File: src/rtl/hilo_muldiv_ctrl_if.sv
// E-stage request/response bundle for the HI/LO multiply/divide controller.
interface hilo_muldiv_ctrl_if;
  logic        startE;
  logic [2:0]  opE;
  logic [31:0] srcaE;
  logic [31:0] srcbE;
  logic        flushE;
  logic        stallE;
  logic        doneE;
  logic [63:0] hiloE;

  modport master (
    output startE, opE, srcaE, srcbE, flushE,
    input  stallE, doneE, hiloE
  );

  modport slave (
    input  startE, opE, srcaE, srcbE, flushE,
    output stallE, doneE, hiloE
  );
endinterface

File: src/rtl/hilo_muldiv_ctrl.sv
// HI/LO owner: registered single-cycle multiply, 32-step shift-subtract divide,
// MTHI/MTLO writes, and a stall request while a mult/div is in flight.
module hilo_muldiv_ctrl (
  input  logic              clk,
  input  logic              rst,
  hilo_muldiv_ctrl_if.slave bus
);

  typedef enum logic [1:0] {IDLE, MUL, DIV, DONE} state_e;

  typedef enum logic [2:0] {
    OP_MULT  = 3'b000,
    OP_MULTU = 3'b001,
    OP_DIV   = 3'b010,
    OP_DIVU  = 3'b011,
    OP_MTHI  = 3'b100,
    OP_MTLO  = 3'b101
  } op_e;

  state_e      state_q, state_d;
  logic [63:0] hilo_q, hilo_d;
  logic [63:0] res_q, res_d;
  logic [31:0] opa_q, opa_d;
  logic [31:0] opb_q, opb_d;
  logic        msgn_q, msgn_d;
  logic [31:0] quo_q, quo_d;
  logic [31:0] rem_q, rem_d;
  logic [31:0] dvs_q, dvs_d;
  logic        qneg_q, qneg_d;
  logic        rneg_q, rneg_d;
  logic        nowr_q, nowr_d;
  logic [4:0]  cnt_q, cnt_d;

  logic        accept;
  logic        md_op;
  logic        is_signed;
  logic [31:0] a_abs, b_abs;
  logic [63:0] mul_a64, mul_b64, prod;
  logic [32:0] rem_sh, rem_sub;
  logic        ge;
  logic [31:0] rem_nx, quo_nx;

  assign accept    = (state_q == IDLE) & bus.startE & ~bus.flushE;
  assign md_op     = ~bus.opE[2];
  assign is_signed = ~bus.opE[0];

  assign a_abs = (is_signed & bus.srcaE[31]) ? -bus.srcaE : bus.srcaE;
  assign b_abs = (is_signed & bus.srcbE[31]) ? -bus.srcbE : bus.srcbE;

  assign mul_a64 = {{32{msgn_q & opa_q[31]}}, opa_q};
  assign mul_b64 = {{32{msgn_q & opb_q[31]}}, opb_q};
  assign prod    = mul_a64 * mul_b64;

  // 33-bit compare: the shifted partial remainder can exceed 32 bits
  assign rem_sh  = {rem_q, quo_q[31]};
  assign rem_sub = rem_sh - {1'b0, dvs_q};
  assign ge      = (rem_sh >= {1'b0, dvs_q});
  assign rem_nx  = ge ? rem_sub[31:0] : rem_sh[31:0];
  assign quo_nx  = {quo_q[30:0], ge};

  always_comb begin
    state_d = state_q;
    hilo_d  = hilo_q;
    res_d   = res_q;
    opa_d   = opa_q;
    opb_d   = opb_q;
    msgn_d  = msgn_q;
    quo_d   = quo_q;
    rem_d   = rem_q;
    dvs_d   = dvs_q;
    qneg_d  = qneg_q;
    rneg_d  = rneg_q;
    nowr_d  = nowr_q;
    cnt_d   = cnt_q;

    unique case (state_q)
      IDLE: begin
        if (accept) begin
          case (bus.opE)
            OP_MTHI: hilo_d[63:32] = bus.srcaE;
            OP_MTLO: hilo_d[31:0]  = bus.srcaE;
            OP_MULT, OP_MULTU: begin
              opa_d   = bus.srcaE;
              opb_d   = bus.srcbE;
              msgn_d  = is_signed;
              nowr_d  = 1'b0;
              state_d = MUL;
            end
            OP_DIV, OP_DIVU: begin
              if (bus.srcbE == '0) begin
                nowr_d  = 1'b1;
                state_d = DONE;
              end else begin
                quo_d   = a_abs;
                rem_d   = '0;
                dvs_d   = b_abs;
                qneg_d  = is_signed & (bus.srcaE[31] ^ bus.srcbE[31]);
                rneg_d  = is_signed & bus.srcaE[31];
                nowr_d  = 1'b0;
                cnt_d   = '1;
                state_d = DIV;
              end
            end
            default: ;
          endcase
        end
      end
      MUL: begin
        res_d   = prod;
        state_d = DONE;
      end
      DIV: begin
        rem_d = rem_nx;
        quo_d = quo_nx;
        if (cnt_q == '0) begin
          res_d   = {rneg_q ? -rem_nx : rem_nx, qneg_q ? -quo_nx : quo_nx};
          state_d = DONE;
        end else begin
          cnt_d = cnt_q - 5'd1;
        end
      end
      DONE: begin
        if (!nowr_q) hilo_d = res_q;
        state_d = IDLE;
      end
      default: state_d = IDLE;
    endcase

    if (bus.flushE) begin
      state_d = IDLE;
      hilo_d  = hilo_q;
      cnt_d   = '0;
    end
  end

  always_ff @(posedge clk) begin
    if (rst) begin
      state_q <= IDLE;
      hilo_q  <= '0;
      res_q   <= '0;
      opa_q   <= '0;
      opb_q   <= '0;
      msgn_q  <= 1'b0;
      quo_q   <= '0;
      rem_q   <= '0;
      dvs_q   <= '0;
      qneg_q  <= 1'b0;
      rneg_q  <= 1'b0;
      nowr_q  <= 1'b0;
      cnt_q   <= '0;
    end else begin
      state_q <= state_d;
      hilo_q  <= hilo_d;
      res_q   <= res_d;
      opa_q   <= opa_d;
      opb_q   <= opb_d;
      msgn_q  <= msgn_d;
      quo_q   <= quo_d;
      rem_q   <= rem_d;
      dvs_q   <= dvs_d;
      qneg_q  <= qneg_d;
      rneg_q  <= rneg_d;
      nowr_q  <= nowr_d;
      cnt_q   <= cnt_d;
    end
  end

  assign bus.stallE = (accept & md_op) | (state_q == MUL) | (state_q == DIV);
  assign bus.doneE  = (state_q == DONE);
  assign bus.hiloE  = hilo_q;

endmodule

File: src/flat_wrapper.sv
// flat-port wrapper written by rule: the top's interface ports become plain ports
module hilo_muldiv_ctrl_flat 
  (clk, rst, bus_startE, bus_opE, bus_srcaE, bus_srcbE, bus_flushE, bus_stallE, bus_doneE, bus_hiloE);
  hilo_muldiv_ctrl_if bus_i ();
  input  logic clk;
  input  logic rst;
  input wire logic [$bits(bus_i.startE)-1:0] bus_startE;
  input wire logic [$bits(bus_i.opE)-1:0] bus_opE;
  input wire logic [$bits(bus_i.srcaE)-1:0] bus_srcaE;
  input wire logic [$bits(bus_i.srcbE)-1:0] bus_srcbE;
  input wire logic [$bits(bus_i.flushE)-1:0] bus_flushE;
  output wire logic [$bits(bus_i.stallE)-1:0] bus_stallE;
  output wire logic [$bits(bus_i.doneE)-1:0] bus_doneE;
  output wire logic [$bits(bus_i.hiloE)-1:0] bus_hiloE;
  assign bus_i.startE = bus_startE;
  assign bus_i.opE = bus_opE;
  assign bus_i.srcaE = bus_srcaE;
  assign bus_i.srcbE = bus_srcbE;
  assign bus_i.flushE = bus_flushE;
  assign bus_stallE = bus_i.stallE;
  assign bus_doneE = bus_i.doneE;
  assign bus_hiloE = bus_i.hiloE;
  hilo_muldiv_ctrl u_core (.clk(clk), .rst(rst), .bus(bus_i));
endmodule
File: config.mk
export PLATFORM = sky130hd
export DESIGN_NAME = hilo_muldiv_ctrl_flat
export DESIGN_NICKNAME = d
export VERILOG_FILES = /design/src/rtl/hilo_muldiv_ctrl_if.sv /design/src/rtl/hilo_muldiv_ctrl.sv /design/src/flat_wrapper.sv
export SDC_FILE = /design/constraint.sdc
export NUM_CORES = 2
export LEC_CHECK = 0
export BUFFER_PORTS_ARGS = -buffer_cell sky130_fd_sc_hd__buf_2
export CORE_MARGIN = 1
export CORE_UTILIZATION = 45
export CTS_BUF_LIST = sky130_fd_sc_hd__clkbuf_8
export DETAILED_ROUTE_END_ITERATION = 8
export HOLD_SLACK_MARGIN = 0.05
export SETUP_SLACK_MARGIN = 0.5
export SLEW_MARGIN = 20
export SYNTH_ARGS = -nofsm -noshare
export SYNTH_HDL_FRONTEND = slang
export SYNTH_SLANG_ARGS = --single-unit
File: constraint.sdc
create_clock -name clk -period 19.7 [get_ports clk]
set_input_delay 0.985 -clock clk [delete_from_list [all_inputs] [get_ports clk]]
set_output_delay 0.985 -clock clk [all_outputs]
set_load 0.03 [all_outputs]
Word-level counts from Yosys, hierarchy flattened
Cells that the tools add are included.
- add/subtract/negate cells: 6
- multiply operators: 1
- $lt $le $gt $ge: 1
- equality and inequality tests: 17
- multiplexer cells: 32
- bitwise logic cells: 15
- reduce and logical (&&, ||, !) cells: 20
- operators with widths (cell ; count):
    two-way mux 32 bit ; 13
    one-hot mux 64 bit (2 select lines) ; 2
    two-way mux 64 bit ; 3
    negator 32 bit ; 4
    one-hot mux 32 bit (2 select lines) ; 2
    multiplier 33 x 33 -> 64 bit ; 1
    greater-or-equal comparator 33 x 32 -> 1 bit ; 1
    zero test 32 bit ; 1
    subtractor 32 bit ; 1
    two-way mux 5 bit ; 4
    AND reduction 5 bit ; 3
    != test 2 bit (second input constant) ; 6
    one-hot mux 5 bit (2 select lines) ; 1
    AND reduction 3 bit ; 3
    bitwise AND 1 bit ; 8
    one-hot mux 2 bit (4 select lines) ; 1
    AND reduction 4 bit ; 2
    nonzero test 2 bit ; 4
    equality test 3 x 2 -> 1 bit (second input constant) ; 2
    equality test 3 bit (second input constant) ; 2
    OR reduction 2 bit ; 3
    zero test 5 bit ; 1
    subtractor 5 x 1 -> 5 bit (second input constant) ; 1
    equality test 2 bit (second input constant) ; 2
    other kinds (14) ; 21
- bits in registers: 299
- input port bits: 71
- output and inout bits: 66
- logic and storage cells: 106

Depth between registers and ports, before layout
- depth in word-level cells: 7
- mapped depth: 33
- depth with buffers taken out: 30

Worst setup path before layout
OpenSTA, ideal clock, no wires.
- path type: flip-flop to flip-flop
- start: register u_core.opa_q[31]
- end: register u_core.res_q[62]
- setup time: 116 ps
- data arrival time: 8200 ps
- required time: 19584 ps
- path slack: 11384 ps
- cell stages (with the launch flop): 34
- buffers on the path: 3
- period minus slack after synthesis: 8316 ps
- cells stage by stage: dfxtp_1 -> clkbuf_1 -> and2_1 -> clkbuf_1 -> nand2_1 -> inv_1 -> fa_1 -> inv_1 -> fa_1 -> inv_1 -> fa_1 -> fa_1 -> inv_1 -> fa_1 -> inv_1 -> fa_1 -> inv_1 -> fa_1 -> fa_1 -> inv_1 -> ha_1 -> clkbuf_1 -> a21o_1 -> a21o_1 -> a21oi_1 -> nor2b_1 -> o21ai_0 -> nand2b_1 -> a21o_1 -> a2111oi_0 -> nor2_1 -> xnor2_1 -> o22ai_1 -> a31o_2
- word-level cells in the longest chain between the ends: 3
- ends and longest elaborated chain (what ; RTL line ; text):
    start, declared ; hilo_muldiv_ctrl.sv:23 ; logic [31:0] opa_q, opa_d;
    start signal, assigned ; hilo_muldiv_ctrl.sv:155 ; opa_q <= opa_d;
    bitwise AND 1 bit ; hilo_muldiv_ctrl.sv:50 ; assign mul_a64 = {{32{msgn_q & opa_q[31]}}, opa_q};
    multiplier 33 x 33 -> 64 bit (*) ; hilo_muldiv_ctrl.sv:52 ; assign prod = mul_a64 * mul_b64;
    one-hot mux 64 bit (2 select lines) (*) ; hilo_muldiv_ctrl.sv:76 ; unique case (state_q)
    end signal, assigned ; hilo_muldiv_ctrl.sv:154 ; res_q <= res_d;
    end, declared ; hilo_muldiv_ctrl.sv:22 ; logic [63:0] res_q, res_d;
Mark *: on every way between the ends. The rest lies on a longest branch, timed or not.
A chain may end at the register's enable or synchronous reset.

Worst setup path after layout
Ends and elaborated chain as after synthesis.

==> flow_summary.json <==
{
  "crit_arrival_ns": 10.20,
  "use_met3_pct": 4.19,
  "async_flop_share_pct": 0,
  "crit_fanout": 52,
  "dp_hpwl_um": 134000,
  "drt_wl_total_um": 174000,
  "fin_worst_skew_ns": 0.0640,
  "worstHoldEndpoint": "u_core.opb_q[4]",
  "p_per_area_nw_per_um2": 30.7,
  "reg2reg_to": "u_core.res_q[62]",
  "drt_pass1_iterations": 6,
  "reg2reg_slack_ns": 10.06,
  "setup_tns_ns": 0,
  "leakage_nw": 27.0,
  "io_pins": 137,
  "critPathBufInv": 8,
  "period_share_pct": 48.9,
  "cts.path.max_buffers": 3,
  "met2_usage_pct": 49.1,
  "hp-start": "u_core.opb_q[4]",
  "track_usage_pct": 29.0,
  "cp-start-kind": "flip-flop",
  "area_growth_syn_to_layout_pct": 5.55,
  "min_path_type": "flip-flop to flip-flop",
  "crit_path_end_kind": "flip-flop",
  "peakVddDrop_mv": 0.0535,
  "grt_setup_unrepaired": "no",
  "cts_tree": "built",
  "grt_pass1_vias": 45800,
  "cp.depth": 31,
  "grt_busiest_layer": "met2",
  "postSynthAreaPerCell_um2": 8.46,
  "crit_family": "adder cells",
  "crit_type": "flip-flop to flip-flop",
  "cts_max_level": 2,
  "synthCells": 6504,
  "cap_violations": 0,
  "slew_headroom_pct": 19.0,
  "grt_pass1_wl_um": 272000,
  "viasPerCell": 5.50,
  "cts_num_sinks": 299,
  "grt_max_degree": 165,
  "power_mw": 1.78,
  "tightest_slew_ns": 1.21,
  "finalSetupViolations": 0,
  "rows": 127,
  "initial_utilization_pct": 45.6,
  "hold_viol": 0,
  "postCtsSetupBuffers": 0,
  "clkTransAtPathRegs_ns": 0.07,
  "worstPathRequired_ns": 20.26,
  "route.detailed.drc": 0,
  "r2r_cells": 31,
  "die_w_um": 352,
  "netlist_area_um2": 55000,
  "ys_types": 81,
  "root_buffer": "clkbuf_8",
  "grt_util_met1_pct": 36.8,
  "grt.overflow.total": 0,
  "fin_util_pct": 48.2,
  "layout.nets": 7834,
  "drive_gt1_share_pct": 5.66,
  "port_buffers": 136,
  "outcome": "completed",
  "hold_buffers": 0,
  "gp_congestion": 0.931,
  "yosysSeqAreaShare_pct": 10.9,
  "ant_nets": 0,
  "worst_path_max_delay_cell": "fa_1",
  "drt-initial-drc-count": 3423,
  "antenna_found_initial": 22,
  "num_vias": 44300,
  "dieArea_um2": 124000,
  "path_common_cell": "fa_1",
  "fp.dieH_um": 352,
  "cts_buffers": 51,
  "core_area_um2": 121000,
  "cts-resized-gates": 0,
  "reg2reg_from": "u_core.opa_q[31]",
  "synthFlopType": "dfxtp_1",
  "cp_slowest_stage_delay_ns": 0.88,
  "finalMaxSlewViolations": 0,
  "yosysWarningCount": 0,
  "period_needed_ns": 9.64,
  "hold_depth": 2,
  "synthesis.nets": 7955,
  "worst_skew_pair.late_latency_ns": 0.72,
  "routedWlPerCell_um": 21.7,
  "fmax_mhz": 104,
  "ys_ff_latch": 299,
  "synth_edf_count": 0
}
## power breakdown
group          internal (mW)  switching, mW
sequential             0.627         0.0261
combinational          0.153          0.349
clock                  0.323          0.306
## how the worst max path moves through the flow
stage	startpoint	to
after floorplan	u_core.opa_q[31]	u_core.res_q[62]
after global placement	u_core.opa_q[31]	u_core.res_q[62]
after detailed placement	u_core.opa_q[31]	u_core.res_q[62]
after CTS	u_core.opa_q[31]	u_core.res_q[62]
after global routing	u_core.opa_q[31]	u_core.res_q[62]
final	u_core.opa_q[31]	u_core.res_q[62]
## cells in the mapped netlist, drive strengths merged, types with 5 or more instances
| cell type | n | area (µm²) |
|---|---|---|
| a2111oi | 9 | 105 |
| a211o | 7 | 61.3 |
| a211oi | 144 | 1090 |
| a21o | 53 | 398 |
| a21oi | 322 | 1610 |
| a221oi | 10 | 93.8 |
| a22oi | 20 | 150 |
| a311oi | 10 | 87.6 |
| a31o | 6 | 52.6 |
| a31oi | 21 | 131 |
| and2 | 360 | 2250 |
| and3 | 43 | 269 |
| and3b | 5 | 43.8 |
| and4 | 7 | 61.3 |
| buf | 20 | 100 |
| clkbuf | 379 | 1420 |
| dfxtp | 299 | 5990 |
| fa | 1126 | 22500 |
| ha | 254 | 3180 |
| inv | 1193 | 4480 |
| mux2i | 23 | 230 |
| nand2 | 1059 | 3980 |
| nand2b | 24 | 150 |
| nand3 | 52 | 260 |
| nand3b | 7 | 52.6 |
| nand4 | 11 | 68.8 |
| nor2 | 348 | 1310 |
| nor2b | 43 | 269 |
| nor3 | 72 | 360 |
| nor4 | 20 | 150 |
| o211ai | 28 | 210 |
| o21a | 10 | 75.1 |
| o21ai | 152 | 761 |
| o21bai | 12 | 90.1 |
| o22ai | 5 | 31.3 |
| o311ai | 5 | 43.8 |
| o31ai | 31 | 246 |
| o41ai | 12 | 113 |
| or2 | 19 | 119 |
| or3 | 26 | 163 |
| or3b | 5 | 43.8 |
| or4 | 13 | 97.6 |
| xnor2 | 123 | 1080 |
| xor2 | 74 | 648 |
## state kept, by name, summed over array words and instances (netlist names), 5 cells and up
register,flops
u_core.bus.hiloE,64
u_core.opb_q,32
u_core.quo_q,32
u_core.res_q,64
u_core.opa_q,32
u_core.dvs_q,32
u_core.rem_q,32
u_core.cnt_q,5
## worst reg2reg max path, delay by kind of cell, from the launching register on
family,cells,cell delay (ns)
buffers and inverters,8,1.55
DFF,1,0.30
and+or+nand+nor,5,1.19
adders and majority gates,9,4.68
AOI/OAI and AO/OA,8,1.66
xor gates and xnor gates,1,0.15
## cells in the final DEF (no fill, tap or decap), types with 72 or more instances in the layout
master,synthesis,final
inv_1,1192,1204
fa_1,1126,1125
nand2_1,1059,1058
and2_1,357,357
nor2_1,348,346
a21oi_1,322,321
dfxtp_1,299,296
ha_1,254,252
o21ai_0,143,143
a211oi_1,142,142
buf_2,8,135
xnor2_1,123,123
buf_4,0,89
xor2_1,74,74
nor3_1,72,72
## per-stage QoR
stage,setup WS [ns],area (µm²),hold WS [ns],cells
2_1_floorplan,11.38,55000,0.432,6504
3_3_place_gp,10.32,57000,0.439,7942
3_5_place_dp,10.21,57000,0.445,7942
4_1_cts,10.14,58100,0.455,8031
5_1_grt,9.65,58100,0.467,8032
6_report,10.06,58100,0.453,8043
## area by class of cell
class	instances	area, µm²
diodes	12	30.0
clock buffers	61	840
clock inverters	28	238
fillers	11800	62500
inverters	1193	4480
multi-input cells	4613	43100
flip-flops and latches	299	5990
well taps	1612	2020
repair buffers	225	1360
## cells by family (layout without fill, tap and decap cells)
| group | after synthesis | in the layout | share of synthesized area [%] |
|---|---|---|---|
| simple gates | 2122 | 2122 | 17.6 |
| buf+inv | 1592 | 1507 | 10.9 |
| fa+ha+maj | 1380 | 1380 | 46.7 |
| compound gates | 887 | 887 | 10.2 |
| flops | 299 | 299 | 10.9 |
| xor+xnor | 197 | 197 | 3.13 |
| mux | 27 | 27 | 0.500 |
| other cells | 0 | 12 | 0 |
## metal layers
metal / vias to the layer above / wire length, µm
met5: - / 85
met4: 12 / 8450
met3: 408 / 11200
met2: 1508 / 84900
met1: 22600 / 69700
li1: 19700 / -
No activity file was read; power rests on OpenSTA's default activity.
